--- config.mk ---
export PLATFORM = sky130hd
export DESIGN_NAME = id_ex_stage
export DESIGN_NICKNAME = d
export VERILOG_FILES = /design/src/rtl/pipeline_pkg.sv /design/src/rtl/load_use_detect.sv /design/src/rtl/id_ex_stage.sv
export SDC_FILE = /design/constraint.sdc
export NUM_CORES = 1
export LEC_CHECK = 0
export ABC_CLOCK_PERIOD_IN_PS = 1700
export CORE_MARGIN = 2
export CORE_UTILIZATION = 38
export CTS_CLUSTER_DIAMETER = 150
export CTS_CLUSTER_SIZE = 16
export DETAILED_ROUTE_END_ITERATION = 12
export GPL_TIMING_DRIVEN = 0
export PLACE_DENSITY = 0.8
export SETUP_SLACK_MARGIN = 0.5
export SYNTH_ARGS = -nofsm -noshare
export SYNTH_HDL_FRONTEND = slang
export SYNTH_SLANG_ARGS = --single-unit
--- constraint.sdc ---
create_clock -name clk -period 1.7 [get_ports clk]
set_input_delay 0.255 -clock clk [delete_from_list [all_inputs] [get_ports clk]]
set_output_delay 0.255 -clock clk [all_outputs]
set_load 0.005 [all_outputs]
--- src/rtl/pipeline_pkg.sv ---
// -----------------------------------------------------------------------------
// pipeline_pkg
// Definitions shared by the RV32I 5-stage pipeline blocks (decode,
// id_ex_stage, forwarding_unit, ex_mem_stage):
//   - ctrl_t    : packed decoded-control bundle carried down the pipe
//   - CTRL_NOP  : control value of a bubble (no register/memory side effects)
//   - aluop_e / wbsel_e : ALU operation and write-back source encodings
//   - DEFAULT_* : default datapath widths
// -----------------------------------------------------------------------------
package pipeline_pkg;

    localparam int DEFAULT_XLEN   = 32;
    localparam int DEFAULT_REG_AW = 5;
    localparam int DEFAULT_CNT_W  = 32;

    typedef enum logic [3:0] {
        ALU_ADD  = 4'd0,
        ALU_SUB  = 4'd1,
        ALU_SLL  = 4'd2,
        ALU_SLT  = 4'd3,
        ALU_SLTU = 4'd4,
        ALU_XOR  = 4'd5,
        ALU_SRL  = 4'd6,
        ALU_SRA  = 4'd7,
        ALU_OR   = 4'd8,
        ALU_AND  = 4'd9,
        ALU_PASS = 4'd10
    } aluop_e;

    typedef enum logic [1:0] {
        WB_ALU = 2'd0,
        WB_MEM = 2'd1,
        WB_PC4 = 2'd2,
        WB_IMM = 2'd3
    } wbsel_e;

    typedef struct packed {
        logic   regwrite;
        logic   memread;
        logic   memwrite;
        logic   branch;
        logic   jump;
        logic   alusrc;
        aluop_e aluop;
        wbsel_e wbsel;
    } ctrl_t;

    // A bubble must never write the register file or touch memory.
    localparam ctrl_t CTRL_NOP = '{
        regwrite: 1'b0,
        memread:  1'b0,
        memwrite: 1'b0,
        branch:   1'b0,
        jump:     1'b0,
        alusrc:   1'b0,
        aluop:    ALU_ADD,
        wbsel:    WB_ALU
    };

endpackage : pipeline_pkg

--- src/rtl/load_use_detect.sv ---
// -----------------------------------------------------------------------------
// load_use_detect
// Purely combinational load-use hazard detector. Asserts lu when the
// instruction in EX is a load whose destination is read by the instruction
// in Decode. x0 never creates a hazard, and only operands the Decode
// instruction actually reads are compared.
// Ports:
//   validE, memreadE, rdE        : EX-stage instruction state
//   validD, rs1D, rs2D,
//   use_rs1D, use_rs2D           : Decode-stage source operands
//   lu                           : load-use hazard present
// -----------------------------------------------------------------------------
module load_use_detect #(
    parameter int REG_AW = 5
) (
    input  logic              validE,
    input  logic              memreadE,
    input  logic [REG_AW-1:0] rdE,
    input  logic              validD,
    input  logic [REG_AW-1:0] rs1D,
    input  logic [REG_AW-1:0] rs2D,
    input  logic              use_rs1D,
    input  logic              use_rs2D,
    output logic              lu
);

    logic hit_rs1;
    logic hit_rs2;

    assign hit_rs1 = use_rs1D && (rs1D == rdE);
    assign hit_rs2 = use_rs2D && (rs2D == rdE);

    assign lu = validE && memreadE && (rdE != '0) && validD && (hit_rs1 || hit_rs2);

endmodule : load_use_detect

--- src/rtl/id_ex_stage.sv ---
// -----------------------------------------------------------------------------
// id_ex_stage
// ID->EX pipeline register of the RV32I 5-stage pipeline with integrated
// load-use hazard handling.
//   - Registers Decode operands/control into the EX-side fields.
//   - Inserts a bubble on a taken branch/jump or a load-use hazard.
//   - Freezes completely while the data memory stalls.
//   - Drives stallF/stallD (hold PC and IF/ID) and flushD (clear IF/ID).
// Ports:
//   clk, rst_n                     : clock, async active-low reset
//   validD, rs1D/rs2D/rdD,
//   use_rs1D/use_rs2D, ctrlD,
//   rd1D/rd2D/immD/pcD             : Decode-stage instruction
//   branch_takenE, stall_mem       : pipeline control from EX / MEM
//   validE, rs1E/rs2E/rdE, ctrlE,
//   rd1E/rd2E/immE/pcE             : registered EX-stage instruction
//   stallF, stallD, flushD         : front-end hazard controls
// Optional feature (macro ID_EX_PERF_CNT_EN):
//   lu_stall_cnt, flush_cnt        : saturating performance counters
// -----------------------------------------------------------------------------
module id_ex_stage
    import pipeline_pkg::*;
#(
    parameter int XLEN   = DEFAULT_XLEN,
`ifdef ID_EX_PERF_CNT_EN
    parameter int CNT_W  = DEFAULT_CNT_W,
`endif
    parameter int REG_AW = DEFAULT_REG_AW
) (
    input  logic              clk,
    input  logic              rst_n,
    // Decode side
    input  logic              validD,
    input  logic [REG_AW-1:0] rs1D,
    input  logic [REG_AW-1:0] rs2D,
    input  logic [REG_AW-1:0] rdD,
    input  logic              use_rs1D,
    input  logic              use_rs2D,
    input  ctrl_t             ctrlD,
    input  logic [XLEN-1:0]   rd1D,
    input  logic [XLEN-1:0]   rd2D,
    input  logic [XLEN-1:0]   immD,
    input  logic [XLEN-1:0]   pcD,
    // Pipeline control
    input  logic              branch_takenE,
    input  logic              stall_mem,
    // EX side
    output logic              validE,
    output logic [REG_AW-1:0] rs1E,
    output logic [REG_AW-1:0] rs2E,
    output logic [REG_AW-1:0] rdE,
    output ctrl_t             ctrlE,
    output logic [XLEN-1:0]   rd1E,
    output logic [XLEN-1:0]   rd2E,
    output logic [XLEN-1:0]   immE,
    output logic [XLEN-1:0]   pcE,
    // Hazard outputs
    output logic              stallF,
    output logic              stallD,
    output logic              flushD
`ifdef ID_EX_PERF_CNT_EN
    ,
    output logic [CNT_W-1:0]  lu_stall_cnt,
    output logic [CNT_W-1:0]  flush_cnt
`endif
);

    logic              valid_q, valid_d;
    logic [REG_AW-1:0] rs1_q,   rs1_d;
    logic [REG_AW-1:0] rs2_q,   rs2_d;
    logic [REG_AW-1:0] rd_q,    rd_d;
    ctrl_t             ctrl_q,  ctrl_d;
    logic [XLEN-1:0]   rd1_q,   rd1_d;
    logic [XLEN-1:0]   rd2_q,   rd2_d;
    logic [XLEN-1:0]   imm_q,   imm_d;
    logic [XLEN-1:0]   pc_q,    pc_d;

    logic lu;

    load_use_detect #(
        .REG_AW (REG_AW)
    ) u_load_use_detect (
        .validE   (valid_q),
        .memreadE (ctrl_q.memread),
        .rdE      (rd_q),
        .validD   (validD),
        .rs1D     (rs1D),
        .rs2D     (rs2D),
        .use_rs1D (use_rs1D),
        .use_rs2D (use_rs2D),
        .lu       (lu)
    );

    // Next-state selection: memory stall holds, then branch/load-use bubble,
    // otherwise capture Decode.
    always_comb begin
        // NOTE: every variable gets a default first so no path infers a latch;
        // the defaults here are "hold", which is exactly the stall_mem case.
        valid_d = valid_q;
        rs1_d   = rs1_q;
        rs2_d   = rs2_q;
        rd_d    = rd_q;
        ctrl_d  = ctrl_q;
        rd1_d   = rd1_q;
        rd2_d   = rd2_q;
        imm_d   = imm_q;
        pc_d    = pc_q;

        if (!stall_mem) begin
            if (branch_takenE || lu) begin
                valid_d = 1'b0;
                rs1_d   = '0;
                rs2_d   = '0;
                rd_d    = '0;
                ctrl_d  = CTRL_NOP;
                rd1_d   = '0;
                rd2_d   = '0;
                imm_d   = '0;
                pc_d    = '0;
            end else begin
                valid_d = validD;
                rs1_d   = rs1D;
                rs2_d   = rs2D;
                rd_d    = rdD;
                // An invalid Decode slot must not carry side-effecting control.
                ctrl_d  = validD ? ctrlD : CTRL_NOP;
                rd1_d   = rd1D;
                rd2_d   = rd2D;
                imm_d   = immD;
                pc_d    = pcD;
            end
        end
    end

    always_ff @(posedge clk or negedge rst_n) begin
        if (!rst_n) begin
            // NOTE: state registers use non-blocking assignments so every
            // flop samples the pre-edge values, independent of block order.
            valid_q <= 1'b0;
            rs1_q   <= '0;
            rs2_q   <= '0;
            rd_q    <= '0;
            ctrl_q  <= CTRL_NOP;
            rd1_q   <= '0;
            rd2_q   <= '0;
            imm_q   <= '0;
            pc_q    <= '0;
        end else begin
            valid_q <= valid_d;
            rs1_q   <= rs1_d;
            rs2_q   <= rs2_d;
            rd_q    <= rd_d;
            ctrl_q  <= ctrl_d;
            rd1_q   <= rd1_d;
            rd2_q   <= rd2_d;
            imm_q   <= imm_d;
            pc_q    <= pc_d;
        end
    end

    assign validE = valid_q;
    assign rs1E   = rs1_q;
    assign rs2E   = rs2_q;
    assign rdE    = rd_q;
    assign ctrlE  = ctrl_q;
    assign rd1E   = rd1_q;
    assign rd2E   = rd2_q;
    assign immE   = imm_q;
    assign pcE    = pc_q;

    // A taken branch discards the stalled Decode instruction, so the
    // load-use stall is suppressed in favour of the flush.
    assign stallF = stall_mem || (lu && !branch_takenE);
    assign stallD = stallF;
    assign flushD = branch_takenE && !stall_mem;

`ifdef ID_EX_PERF_CNT_EN
    logic [CNT_W-1:0] lu_cnt_q;
    logic [CNT_W-1:0] flush_cnt_q;

    always_ff @(posedge clk or negedge rst_n) begin
        if (!rst_n) begin
            lu_cnt_q    <= '0;
            flush_cnt_q <= '0;
        end else begin
            if (lu && !branch_takenE && !stall_mem && (lu_cnt_q != '1))
                lu_cnt_q <= lu_cnt_q + CNT_W'(1);
            if (flushD && (flush_cnt_q != '1))
                flush_cnt_q <= flush_cnt_q + CNT_W'(1);
        end
    end

    assign lu_stall_cnt = lu_cnt_q;
    assign flush_cnt    = flush_cnt_q;
`endif

endmodule : id_ex_stage

==> qor.yml, run 1 <==
status: "complete, but fails checks"
pwr-share-comb: 0.236
hp-class: "in2async"
avgSynthCellArea_um2: 9.85
wl_per_cell_um: 20.7
fmax_mhz: 414
rsz0062_at_grt: "true"
crit_chain: "or4_4 > o21ai_4 > buf_6 > nor2_2 > a21o_1 > buf_6 > buf_6"
async_reset_ff_frac: 1.00
ctsLongestPathBuffers: 2
grt_pass1_wl_um: 41000
grt_pass1_vias: 7332
via_per_inst: 5.80
die-area_um2: 20200
finalMaxSlewViolations: 0
worstPathArrival_ns: 2.16
design.core.area_um2: 18700
syn-cell-area_um2: 7240
finalNetCount: 1263
clkSlewWorstSetupHoldPaths_ns: 0.06
grt_overflow: 0
htree_levels: 4
endpoint_kind: "primary output"
powerDensity_nw_per_um2: 937
hold_viol: 75
finalWeightedCongestion: 0.841
ant_nets: 0
slew_headroom: 0.467
worstMarginPinSlew_ns: 0.799
syn-num-nets: 897
synthCells: 735
vias: 7818
grtUsageTotal: 0.260
leakage_nw: 4.79
violations: "negative hold slack, negative setup slack"
synthDistinctLibCells: 21
boundaryPins: 321
initial_core_util: 0.387
skew_ns: 0.00812
drtIter0Drc: 603
dpl_worst_slack_ns: -1.25
slowest_delay_ns: 0.57
clkPwrFrac: 0.368
critPathMostFrequentCell: "buf_6"
fin_crit_ns: 2.42
wl_um: 27900
tns_ns: -47.18
cts_tree: "done"
swShare: 0.263
post-place-cells: 1289
switchingPower_mw: 2.97
antenna_cells: 0
cpLargestDelayFamily: "simple AND/OR/NAND/NOR gates"
stdcell_count: 1347
yosys_register_bits: 156
dr.pass1.iters: 5
worst_path_max_delay_cell: "or4_4"
seq_power_share: 0.396
synth_flop_cell: "dfrtp_1"
ir_drop_mv: 0.648
grt_max_degree: 82
die_x_um: 142
cp_max_fo: 4
io_buffer_count: 319
ys_seq_area_frac: 0.539
fin_util: 0.644
die_h_um: 142
antenna_found_initial: 0
drive_above_1_share: 0.113
rows: 50
drv_cap: 0
area_growth_pct: 66.3
p_int_mw: 8.31
clk_latency_ns: 0.42
finalSetupViolations: 158
dp_hpwl_um: 18800
path_buf_inv: 3
period_share: 1.42
crit_required_ns: 1.44
fin_hold_ws_ns: -0.217
cts_buffers: 17
fin_ws_ns: -0.716
synth_edf_count: 0
drc: 0
path_class: "reg2out"
clock-sinks: 156
cp-start-kind: "flop"
yosysWarnings: 0
cts_root_buf: "clkbuf_16"
## power groups by stage
| stage | sequential, mW | combinational [mW] | clock (mW) |
|---|---|---|---|
| 2_1_floorplan | 4.51 | 0.771 | 0 |
| 3_3_place_gp | 4.51 | 2.47 | 0 |
| 3_5_place_dp | 4.51 | 2.52 | 0 |
| 4_1_cts | 4.46 | 2.57 | 4.20 |
| 5_1_grt | 4.51 | 2.87 | 4.39 |
| 6_report | 4.47 | 2.66 | 4.16 |
## cells in the final DEF (no fill, tap or decap), drive strengths merged, types with 2 or more instances in the layout
master         instances
clkdlybuf4s50        301
nand2                158
o21ai                157
dfrtp                156
a32oi                155
clkbuf                98
buf                   55
xnor2                 10
bufinv                 4
nand4                  2
nor2                   2
inv                    2
clkinv                 2
## synth_stat cells (4+ instances only)
library cell,n,share of area
nand2_1,158,0.082
dfrtp_1,156,0.54
a32oi_1,155,0.19
o21ai_1,149,0.10
clkbuf_1,58,0.030
buf_6,10,0.016
xnor2_1,10,0.012
buf_2,9,0.0062
buf_4,7,0.0073
o21ai_0,7,0.0048
buf_1,4,0.0021
## metal layers
layer	track usage	routed length, um	part of all wire	vias to the layer above
met5	0	0	0	-
met4	0.0937	812	0.029	0
met3	0.0700	2370	0.085	58
met2	0.424	13500	0.48	387
met1	0.332	11300	0.40	3832
li1	-	-	-	3541
## logic make-up after synthesis
kind of cell,synth area share
compound gates,0.299
simple gates,0.0883
flops,0.539
buf+inv,0.0612
xor+xnor,0.0121
## what timing repair did
action | CTS | global route
endpoints found under the hold margin | 75 | 75
buffers inserted | 7 | 4
endpoints found under the setup margin | 315 | 315
resized for setup | 67 | 61
gates cloned | 0 | 16
pin swaps | 5 | 8
## final timing paths
| check | cells past startpoint | start | to | slack, ns |
|---|---|---|---|---|
| worst max-delay path | 7 | rdE[1] | stallF | -0.72 |
| worst max register to register | 8 | rdE[1] | pcE[7] | -0.37 |
| max in group asynchronous | 2 | rst_n | rs2E[4] | 1.08 |
| worst min-delay path | 1 | rst_n | rd1E[0] | -0.22 |
| worst min register to register | 2 | immE[31] | immE[31] | 0.50 |
| min in group clk | 3 | pcD[22] | pcE[22] | 0.40 |
## area by class of cell
type	instances	area [um^2]
multi-input combinational	491	2930
tap	234	293
buffer	88	583
timing repair buffer	347	3690
clock inverter	9	159
fill	1478	6670
sequential	156	3910
clock buffer	22	474
## registers in the layout (all words and copies together), names as in the netlist
| register | cells |
|---|---|
| validE | 1 |
| rd1E | 32 |
| immE | 32 |
| rdE | 5 |
| rs1E | 5 |
| rs2E | 5 |
| rd2E | 32 |
| pcE | 32 |
| ctrlE | 12 |
## metrics by stage
step | power, mW | cell area, um^2 | hold slack, ns
global route | 11.8 | 12000 | -0.166
CTS | 11.2 | 11500 | -0.184
detailed placement | 7.03 | 10800 | 0.276
global placement | 6.98 | 10700 | 0.477
finish | 11.3 | 12000 | -0.217
floorplan | 5.28 | 7250 | -0.0406
Note: power is estimated with default switching activity, not from simulation.
==> inputs of run 2 (changes only) <==
--- a/config.mk
+++ b/config.mk
@@ -5,11 +5,12 @@
 export SDC_FILE = /design/constraint.sdc
 export NUM_CORES = 1
 export LEC_CHECK = 0
+export ABC_AREA = 1
 export ABC_CLOCK_PERIOD_IN_PS = 1700
+export CAP_MARGIN = 20
 export CORE_MARGIN = 2
-export CORE_UTILIZATION = 38
+export CORE_UTILIZATION = 39
 export CTS_CLUSTER_DIAMETER = 150
-export CTS_CLUSTER_SIZE = 16
 export DETAILED_ROUTE_END_ITERATION = 12
 export GPL_TIMING_DRIVEN = 0
 export PLACE_DENSITY = 0.8
==> run 2 against run 1 <==
- the run still ends with negative hold slack, negative setup slack left
- combinational power shrank 30%
- core utilization increased by 2.1 points
- critical path depth is 4 higher
- non-clock buffer count up 24
- highest routed layer unchanged
==> qor.yml, run 2 <==
fin_area_um2: 12900
rsz0062_at_grt: "true"
fmax_mhz: 473
synth_top_area_frac: 0.511
reg2reg_to: "rd1E[16]"
finalNetCount: 1629
synth_top_area_cell: "dfrtp_1"
cpLargestDelayFamily: "simple AND/OR/NAND/NOR gates"
area_growth_pct: 68.3
path_buf_inv: 4
fin_ws_ns: -0.412
finalWeightedCongestion: 0.836
die_x_um: 144
drive_above_1_share: 0.258
clk_latency_ns: 0.42
finalMaxSlewViolations: 0
r2r-start: "rdE[1]"
synthTopCellsByCount: "nand2_1 (342), nor2_1 (165), inv_1 (160)"
ctsLongestPathBuffers: 2
synthDistinctLibCells: 14
period_share: 1.24
cp-start-kind: "flop"
synth_edf_count: 0
path_class: "reg2out"
ant_nets: 0
fin_util: 0.665
synthTopCellsByArea: "dfrtp_1 (51%), nand2_1 (17%), nand3_1 (10%), nor2_1 (8.1%), inv_1 (7.9%)"
cts_buffers: 17
grt_pass1_wl_um: 38400
hold_viol: 79
drc: 0
dp_hpwl_um: 17600
yosysWarnings: 0
antenna_cells: 0
place_area_um2: 11300
vias: 8200
cts_root_buf: "clkbuf_16"
rows: 51
synth_most_common_cell: "nand2_1"
via_per_inst: 4.70
crit_chain: "inv_2 > nand2_2 > nand2_1 > nor2_1 > nand3_1 > nand2_2 > nand2_4 > buf_8 > o21ai_4 > buf_6 > buf_6"
antenna_found_initial: 0
status: "complete, but fails checks"
grtUsageTotal: 0.237
initial_core_util: 0.395
hp-class: "in2async"
stdcell_count: 1745
synthCells: 1060
swShare: 0.281
grt_pass1_vias: 7610
syn-cell-area_um2: 7640
clkPwrFrac: 0.387
io_buffer_count: 318
top_layer: "met4"
final_cell_mix: "nand2_1 (329), clkdlybuf4s50_1 (197), nor2_1 (165)"
drtIter0Drc: 320
cp_max_fo: 5
grt_max_degree: 81
grt_overflow: 0
met3_length_um: 1820
slowest_delay_ns: 0.43
worstPathArrival_ns: 1.86
leakage_nw: 7.19
powerDensity_nw_per_um2: 763
post-place-cells: 1644
met2_length_um: 13600
dpl_worst_slack_ns: -0.779
htree_levels: 4
finalSetupViolations: 158
switchingPower_mw: 2.76
design.core.area_um2: 19300
pwr-share-comb: 0.189
reg2regPathDepth: 14
clkSlewWorstSetupHoldPaths_ns: 0.07
slew_headroom: 0.434
fin_hold_ws_ns: -0.204
async_reset_ff_frac: 1.00
syn-num-nets: 1222
wl_per_cell_um: 15.4
met1Wirelength_um: 10800
skew_ns: 0.0129
dr.pass1.iters: 5
violations: "negative hold slack, negative setup slack"
p_int_mw: 7.05
yosys_register_bits: 156
avgSynthCellArea_um2: 7.21
ir_drop_mv: 0.628
fin_crit_ns: 2.11
boundaryPins: 321
wl_um: 27000
seq_power_share: 0.424
crit_required_ns: 1.44
synth_flop_cell: "dfrtp_1"
die-area_um2: 20700
drv_cap: 0
ys_seq_area_frac: 0.511
die_h_um: 144
worstMarginPinSlew_ns: 0.849
mostFrequentLayoutCell: "nand2_1"
endpoint_kind: "primary output"
rrSetupSlack_ns: -0.18
cts_tree: "done"
clock-sinks: 156
worst_path_max_delay_cell: "dfrtp_2"
==> run 2: cell types whose count changed in the layout (fill, tap and decap cells not counted), sizes merged, moves of 108 or more <==
cell,before,now
nand2,158,343
inv,2,169
nor2,2,165
nand3,0,158
o21ai,157,1
a32oi,155,0
buf,55,163
==> run 2: how the worst max path moves through the flow <==
stage,from,to,slack [ns],cells after the start
floorplan,rdE[1],stallF,0.19,10
global placement,rst_n,rd2E[8],-6.10,1
detailed placement,rs2D[3],stallF,-0.78,12
CTS,rdE[2],stallF,-0.38,11
global route,rdE[1],stallF,-0.50,11
finish,rdE[1],stallF,-0.41,11
==> run 2: cell families (layout without fill, tap and decap cells) <==
logic type | count (synthesis) | in the layout | synth area share
AO/OA/AOI/OAI | 1 | 1 | 0.000655
buffers and inverters | 235 | 655 | 0.133
flip-flops | 156 | 156 | 0.511
AND/OR/NAND/NOR | 668 | 668 | 0.355
==> run 2: power groups by stage <==
| stage | clock [mW] | sequential (mW) | combinational [mW] |
|---|---|---|---|
| after detailed placement | 0 | 4.22 | 1.86 |
| after CTS | 3.85 | 4.16 | 1.81 |
| final | 3.80 | 4.16 | 1.85 |
| after global routing | 4.00 | 4.19 | 2.04 |
| after global placement | 0 | 4.22 | 1.82 |
| after floorplan | 0 | 4.24 | 0.603 |
==> run 2: routing by layer <==
layer	vias to the layer above	global-route usage
li1	3969	-
met1	3898	0.287
met2	276	0.398
met3	57	0.0663
met4	0	0.0939
met5	-	0
==> run 2: stage by stage <==
| step | power, mW | setup TNS, ns |
|---|---|---|
| 6_report | 9.81 | -16.17 |
| 5_1_grt | 10.2 | -29.41 |
| 4_1_cts | 9.81 | -2.77 |
| 3_5_place_dp | 6.08 | -23.94 |
| 3_3_place_gp | 6.04 | -972.54 |
| 2_1_floorplan | 4.84 | 0 |
==> run 2: repair_timing <==
action / in CTS / in global routing
pin swaps: 7 / 47
hold endpoints to repair: 79 / 79
setup buffers: 22 / 28
setup endpoints to repair: 315 / 314
gates resized for setup: 314 / 221
cloned: 1 / 18
==> run 2: cell type report <==
cell class / instances / area [um^2]
flip-flops and latches: 156 / 3910
clock inverters: 13 / 133
fillers: 1622 / 6480
repair buffers: 388 / 3560
clock buffers: 19 / 443
multi-input cells: 669 / 3330
inverters: 164 / 616
plain buffers: 71 / 534
well taps: 265 / 332
